===== config.mk =====
export PLATFORM = sky130hd
export DESIGN_NAME = md_issue_ctrl
export DESIGN_NICKNAME = d
export VERILOG_FILES = /design/src/rtl/md_issue_ctrl_pkg.sv /design/src/rtl/md_latency_check.sv /design/src/rtl/md_issue_ctrl.sv
export SDC_FILE = /design/constraint.sdc
export NUM_CORES = 1
export LEC_CHECK = 0
export CORE_MARGIN = 8
export CORE_UTILIZATION = 36
export DETAILED_ROUTE_END_ITERATION = 8
export PLACE_DENSITY = 0.86
export REMOVE_ABC_BUFFERS = 1
export SLEW_MARGIN = 20
export SYNTH_ARGS = -nofsm -noshare
export SYNTH_HDL_FRONTEND = slang
export SYNTH_HIERARCHICAL = 1
export SYNTH_SLANG_ARGS = --single-unit

===== constraint.sdc =====
create_clock -name Clock -period 1.8 [get_ports Clock]
set_input_delay 0.27 -clock Clock [delete_from_list [all_inputs] [get_ports Clock]]
set_output_delay 0.27 -clock Clock [all_outputs]
set_load 0.01 [all_outputs]

===== src/rtl/md_issue_ctrl_pkg.sv =====
// ---------------------------------------------------------------------------
// md_issue_ctrl_pkg
//
// Shared definitions for the multiply/divide issue controller:
//   - OP_W        : width of the request / unit opcode field
//   - md_op_e     : request opcode encoding (MD_MULT .. MD_MFLO)
//   - md_start_e  : MdStart command encoding (START_NONE/START_MD/START_HILO)
//   - md_state_e  : controller FSM state encoding
//   - op_is_*     : small opcode classification helpers
// ---------------------------------------------------------------------------
package md_issue_ctrl_pkg;

    localparam int OP_W = 3;

    typedef enum logic [OP_W-1:0] {
        MD_MULT  = 3'd0,
        MD_MULTU = 3'd1,
        MD_DIV   = 3'd2,
        MD_DIVU  = 3'd3,
        MD_MTHI  = 3'd4,
        MD_MTLO  = 3'd5,
        MD_MFHI  = 3'd6,
        MD_MFLO  = 3'd7
    } md_op_e;

    typedef enum logic [1:0] {
        START_NONE = 2'd0,
        START_MD   = 2'd1,
        START_HILO = 2'd2
    } md_start_e;

    typedef enum logic [1:0] {
        ST_IDLE  = 2'd0,
        ST_ISSUE = 2'd1,
        ST_WAIT  = 2'd2
    } md_state_e;

    // Operations that occupy the unit for a multi-cycle busy window
    function automatic logic op_is_muldiv(input logic [OP_W-1:0] op);
        return (op == MD_MULT) || (op == MD_MULTU) ||
               (op == MD_DIV)  || (op == MD_DIVU);
    endfunction

    function automatic logic op_is_div(input logic [OP_W-1:0] op);
        return (op == MD_DIV) || (op == MD_DIVU);
    endfunction

    // mfhi/mflo never reach the unit; they are served straight from HI/LO
    function automatic logic op_is_read(input logic [OP_W-1:0] op);
        return (op == MD_MFHI) || (op == MD_MFLO);
    endfunction

endpackage


===== src/rtl/md_latency_check.sv =====
// ---------------------------------------------------------------------------
// md_latency_check
//
// Tracks the unit's busy window while the controller is in WAIT. Counts the
// edges on which busy is high, compares the count against the expected
// latency when busy falls, and aborts the wait if busy never drops.
//
// Ports:
//   clk        in   clock
//   rst_n      in   asynchronous active-low reset
//   in_wait    in   controller is in the WAIT state
//   busy       in   unit busy flag (MdBusy)
//   expected   in   expected busy length for the issued operation
//   done       out  WAIT ends this cycle (busy low or timeout)
//   violation  out  busy fell at the wrong count, or the timeout was hit
// ---------------------------------------------------------------------------
module md_latency_check
    import md_issue_ctrl_pkg::*;
#(
    parameter int TIMEOUT = 16,
    parameter int CNT_W   = $clog2(TIMEOUT + 1)
) (
    input  logic             clk,
    input  logic             rst_n,
    input  logic             in_wait,
    input  logic             busy,
    input  logic [CNT_W-1:0] expected,
    output logic             done,
    output logic             violation
);

    logic [CNT_W-1:0] count;
    logic             timeout_hit;

    // The count would reach TIMEOUT on this edge, so the wait is abandoned now
    assign timeout_hit = in_wait && busy && (count == CNT_W'(TIMEOUT - 1));

    assign done      = in_wait && (!busy || timeout_hit);
    assign violation = in_wait && ((!busy && (count != expected)) || timeout_hit);

    // Counter only runs across consecutive busy WAIT cycles; any exit from
    // WAIT (busy low or timeout) leaves it at zero for the next operation.
    always_ff @(posedge clk or negedge rst_n) begin
        if (!rst_n) begin
            count <= '0;
        end else if (in_wait && busy && !timeout_hit) begin
            count <= count + 1'b1;
        end else begin
            count <= '0;
        end
    end

endmodule


===== src/rtl/md_issue_ctrl.sv =====
// ---------------------------------------------------------------------------
// md_issue_ctrl
//
// Pipeline-side initiator for the multiply/divide unit. Accepts md-class
// instructions from EX, issues start pulses/opcodes/operands to the unit,
// stalls the pipeline while a result is pending, serves mfhi/mflo directly
// from the unit's HI/LO registers, cancels an issue on Flush and raises a
// sticky Error on protocol or latency violations.
//
// Parameters:
//   MULT_CYCLES  busy length expected for mult/multu
//   DIV_CYCLES   busy length expected for div/divu
//   TIMEOUT      WAIT-cycle limit before giving up on the unit
//
// Ports:
//   Clock, Reset_n      clock, asynchronous active-low reset
//   ReqValid/ReqOp      EX-stage md-class request and its opcode
//   ReqRs/ReqRt         request operands
//   Flush               kill the EX instruction
//   Stall               freeze F/D/E (combinational)
//   MdStart/MdEnable    start command to the unit and its qualifier
//   MdOp/MdRD1/MdRD2    opcode and operands presented to the unit
//   MdBusy/MdHI/MdLO    unit busy flag and result registers
//   ReadData/ReadValid  mfhi/mflo result (combinational)
//   Error               sticky violation flag
// ---------------------------------------------------------------------------
module md_issue_ctrl
    import md_issue_ctrl_pkg::*;
#(
    parameter int MULT_CYCLES = 5,
    parameter int DIV_CYCLES  = 10,
    parameter int TIMEOUT     = 16
) (
    input  logic            Clock,
    input  logic            Reset_n,
    input  logic            ReqValid,
    input  logic [OP_W-1:0] ReqOp,
    input  logic [31:0]     ReqRs,
    input  logic [31:0]     ReqRt,
    input  logic            Flush,
    output logic            Stall,
    output logic [1:0]      MdStart,
    output logic            MdEnable,
    output logic [OP_W-1:0] MdOp,
    output logic [31:0]     MdRD1,
    output logic [31:0]     MdRD2,
    input  logic            MdBusy,
    input  logic [31:0]     MdHI,
    input  logic [31:0]     MdLO,
    output logic [31:0]     ReadData,
    output logic            ReadValid,
    output logic            Error
);

    localparam int CNT_W = $clog2(TIMEOUT + 1);
    localparam logic [CNT_W-1:0] MULT_LAT = CNT_W'(MULT_CYCLES);
    localparam logic [CNT_W-1:0] DIV_LAT  = CNT_W'(DIV_CYCLES);

    md_state_e        state, state_next;
    md_start_e        start_q, start_next;
    logic [OP_W-1:0]  op_q, op_next;
    logic [31:0]      rd1_q, rd1_next;
    logic [31:0]      rd2_q, rd2_next;
    logic [CNT_W-1:0] exp_lat_q, exp_lat_next;
    logic             error_q, error_next;

    logic free;
    logic accept;
    logic lat_done;
    logic lat_violation;

    // WAIT with the unit idle is treated exactly like IDLE, so a new request
    // can be taken in the same cycle the previous result becomes available.
    assign free   = (state == ST_IDLE) || ((state == ST_WAIT) && !MdBusy);
    assign accept = free && ReqValid && !Flush;

    md_latency_check #(
        .TIMEOUT (TIMEOUT),
        .CNT_W   (CNT_W)
    ) u_latency_check (
        .clk       (Clock),
        .rst_n     (Reset_n),
        .in_wait   (state == ST_WAIT),
        .busy      (MdBusy),
        .expected  (exp_lat_q),
        .done      (lat_done),
        .violation (lat_violation)
    );

    // State and issue registers; everything returns to zero on reset so an
    // interrupted operation is simply dropped.
    always_ff @(posedge Clock or negedge Reset_n) begin
        if (!Reset_n) begin
            state     <= ST_IDLE;
            start_q   <= START_NONE;
            op_q      <= '0;
            rd1_q     <= '0;
            rd2_q     <= '0;
            exp_lat_q <= '0;
            error_q   <= 1'b0;
        end else begin
            state     <= state_next;
            start_q   <= start_next;
            op_q      <= op_next;
            rd1_q     <= rd1_next;
            rd2_q     <= rd2_next;
            exp_lat_q <= exp_lat_next;
            error_q   <= error_next;
        end
    end

    // Next-state logic. The state-specific transitions come first; an accepted
    // request then overrides them, which can only happen from IDLE or from an
    // idle-unit WAIT cycle.
    always_comb begin
        state_next   = state;
        start_next   = start_q;
        op_next      = op_q;
        rd1_next     = rd1_q;
        rd2_next     = rd2_q;
        exp_lat_next = exp_lat_q;
        error_next   = error_q || lat_violation;

        case (state)
            ST_ISSUE: begin
                start_next = START_NONE;
                if (Flush) begin
                    state_next = ST_IDLE;
                end else if (op_is_muldiv(op_q)) begin
                    state_next = ST_WAIT;
                end else begin
                    state_next = ST_IDLE;
                end
            end
            ST_WAIT: begin
                if (lat_done) begin
                    state_next = ST_IDLE;
                end
            end
            default: begin
                state_next = ST_IDLE;
            end
        endcase

        if (accept && !op_is_read(ReqOp)) begin
            state_next = ST_ISSUE;
            op_next    = ReqOp;
            rd1_next   = ReqRs;
            if (op_is_muldiv(ReqOp)) begin
                start_next   = START_MD;
                rd2_next     = ReqRt;
                exp_lat_next = op_is_div(ReqOp) ? DIV_LAT : MULT_LAT;
            end else begin
                start_next   = START_HILO;
                exp_lat_next = '0;
            end
        end
    end

    assign Stall    = ReqValid && ((state == ST_ISSUE) || ((state == ST_WAIT) && MdBusy));
    assign MdEnable = (state == ST_ISSUE) && !Flush;
    assign MdStart  = start_q;
    assign MdOp     = op_q;
    assign MdRD1    = rd1_q;
    assign MdRD2    = rd2_q;
    assign Error    = error_q;

    // The read path is purely combinational, so it is gated with Reset_n to
    // keep it quiet while reset is asserted.
    assign ReadValid = Reset_n && accept && op_is_read(ReqOp);
    assign ReadData  = ReadValid ? ((ReqOp == MD_MFHI) ? MdHI : MdLO) : 32'd0;

endmodule


==> impl_metrics.env <==
export IMPL_status="finished, violations left"
export IMPL_failed_checks="negative setup slack"
export IMPL_initial_utilization_pct=37.0
export IMPL_startpoint="state[0]"
export IMPL_grt_max_degree=50
export IMPL_cts_sinks=79
export IMPL_synth_simple_gate_area_share_pct=11.7
export IMPL_dp_hpwl_mm=10.8
export IMPL_required_ps=1530
export IMPL_core_um2=9770
export IMPL_finalPower_mw=5.70
export IMPL_fmax_mhz=476
export IMPL_max_cap_violations=0
export IMPL_die_area_um2=13500
export IMPL_pin_count=241
export IMPL_viasPerCell=4.85
export IMPL_min_period_ps=2100
export IMPL_ir_drop_v=0.000640
export IMPL_crit_fanout=8
export IMPL_rsz0062_at_grt="yes"
export IMPL_rows=36
export IMPL_syn_to_final_growth_pct=83.4
export IMPL_muxShareOfSynthArea_pct=20.6
export IMPL_cp_num_buf_inv=4
export IMPL_cts_inserted_buffers=9
export IMPL_min_path_cells=1
export IMPL_syn_area_per_cell_um2=11.5
export IMPL_cp_depth=7
export IMPL_worstPathCellList="and4bb_2 > nand4_1 > buf_6 > buf_12 > buf_6 > a21oi_2 > buf_2"
export IMPL_drive_gt1_share_pct=31.2
export IMPL_yosys_register_bits=79
export IMPL_cts_buffer_depth=2
export IMPL_tightestPinTransition_ps=622
export IMPL_grt_pass1_wl_mm=21.1
export IMPL_synthXorXnorAreaFrac_pct=1.70
export IMPL_clk_pin_slew_ps=80
export IMPL_synth_edf_count=0
export IMPL_cellPowerDensity_nw_per_um2=860
export IMPL_max_slew_margin_pct=58.5
export IMPL_timing_final_ws_setup_ps=-303
export IMPL_syn_inst=313
export IMPL_synth_top_family_by_area="multiplexers"
export IMPL_cts_max_level=3
export IMPL_die_w_um=116
export IMPL_finalCritPeriodShare_pct=117
export IMPL_ys_seq_area_share_pct=54.7
export IMPL_hold_path_class="reg2reg"
export IMPL_die_h_um=116
export IMPL_portBuffers=240
export IMPL_grt_usage_pct=20.6
export IMPL_design_area_um2=6630
export IMPL_drt_total_wl_mm=14.0
export IMPL_grt_pass1_vias=3973
export IMPL_finClkSkew_ps=10.4
export IMPL_synthFlopType="dfrtp_1"
export IMPL_vias=3455
export IMPL_endpoint_kind="output pin"
export IMPL_leakagePower_nw=2.86
export IMPL_synth_area_um2=3610
export IMPL_min_from="Error"
export IMPL_wl_per_cell_um=19.6
export IMPL_final_common_cell="clkdlybuf4s50_1"
export IMPL_r2r_worst_path_cells=7
export IMPL_async_reset_ff_share_pct=100
export IMPL_criticalPathCategory="reg2out"
export IMPL_drtPass1Iterations=4
export IMPL_diodes=0
export IMPL_cp_top_family="buffers and inverters"
export IMPL_yosys_area_share_adder_pct=0.693
export IMPL_num_nets_final=713
export IMPL_cp_data_arrival_time_ps=1830
export IMPL_crit_top_cell="buf_6"
export IMPL_mostFrequentLayoutCells="clkdlybuf4s50_1 (203), dfrtp_1 (79), nand2_1 (66)"
export IMPL_r2r_start="u_latency_check/count[1]"
export IMPL_antenna_found_initial=0
export IMPL_placed_cell_area_um2=6270
export IMPL_drc=0
export IMPL_cts_tree="done"
export IMPL_antenna_left=0
export IMPL_synth_compound_gate_area_share_pct=6.54
export IMPL_hold_viol_final=0
export IMPL_yosysUniqueCellTypes=35
export IMPL_root_buffer="clkbuf_8"
export IMPL_crit_path_max_incr_delay_ps=380
export IMPL_slowest_stage="dfrtp_1"
export IMPL_yosys_warnings=6
export IMPL_clk_latency_ps=350
export IMPL_fill_cells=768
export IMPL_gp_routability_congestion=0.879
export IMPL_drt_iter0_markers=163
export IMPL_grt_ovfl_total=0
export IMPL_timing_final_max_slew_violations=0
export IMPL_setup_viol=33
export IMPL_start_kind="flip-flop"
==> synth_stat cells (2+ instances only) <==
cell	n	share of area, %
nor2_1	8	0.83
a21oi_1	35	4.8
dfrtp_1	79	55
mux2_4	3	1.2
nand3_1	3	0.42
nand2_1	66	6.9
clkbuf_1	4	0.42
mux2_2	62	19
xnor2_1	5	1.2
buf_2	7	0.97
xor2_1	2	0.48
nand4_1	2	0.35
buf_6	6	1.9
inv_1	7	0.73
o21a_1	3	0.62
ha_1	2	0.69
==> timing repair <==
item,4_1_cts,5_1_grt
cloned,3,0
pin swaps,0,1
resized for setup,178,16
hold buffers,1,0
endpoints found under the hold margin,30,0
buffers inserted,5,2
endpoints found under the setup margin,35,35
==> power breakdown <==
group	internal (mW)	switching [mW]
combinational	1.29	0.731
sequential	2.17	0.213
clock	0.670	0.627
total	4.13	1.57
==> kinds of logic (layout without fill, tap and decap cells) <==
| group | Yosys count | count (layout) |
|---|---|---|
| AO/OA/AOI/OAI | 43 | 43 |
| XOR/XNOR | 7 | 7 |
| adder cells (fa/ha/maj) | 2 | 2 |
| buffers and inverters | 24 | 291 |
| flip-flops | 79 | 79 |
| multiplexers | 65 | 65 |
| other | 1 | 1 |
| AND/OR/NAND/NOR | 92 | 92 |
==> per-layer routing <==
metal / GRT usage, % / part of all wire, % / vias up / wire length [µm]
li1: - / - / 1576 / -
met5: 0 / 0 / - / 0
met1: 19.2 / 34 / 1664 / 4740
met4: 12.1 / 4.1 / 0 / 572
met2: 37.0 / 51 / 184 / 7130
met3: 8.48 / 11 / 31 / 1520
==> state kept, by name (all words and copies together) (netlist names) <==
name	flops
MdOp	3
exp_lat_q	2
MdRD1	32
MdStart	2
u_latency_check/count	5
Error	1
state	2
MdRD2	32
==> per-stage QoR <==
step           util, %  hold WS [ps]  setup WS [ps]  TNS [ps]  cells
2_1_floorplan        -         -25.6           -326    -10570    296
3_3_place_gp      64.1           354           -737    -22620    688
3_5_place_dp      64.1           366           -716    -23290    688
4_1_cts           67.2           480           -299     -8250    713
5_1_grt           67.8           512           -355     -9790    713
6_report          67.8           481           -303     -7680    713
==> layout make-up <==
| cell class | instances | area (µm²) | share of cell area, % |
|---|---|---|---|
| Inverter | 7 | 26.3 | 0.396 |
| Tap cell | 133 | 166 | 2.51 |
| Multi-Input combinational cell | 210 | 1640 | 24.7 |
| Clock inverter | 6 | 60.1 | 0.906 |
| Clock buffer | 10 | 138 | 2.08 |
| Timing Repair Buffer | 268 | 2620 | 39.6 |
| Sequential cell | 79 | 1980 | 29.8 |
==> final timing paths <==
| check | end | slack [ps] |
|---|---|---|
| worst min register to register | Error | 480 |
| worst max-delay path | ReadData[28] | -300 |
| worst max register to register | Error | 110 |
| worst min-delay path | Error | 480 |
| min in group asynchronous | MdRD2[17] | 510 |
| max in group asynchronous | u_latency_check/count[4] | 320 |
No activity file was read; power rests on OpenSTA's default activity.
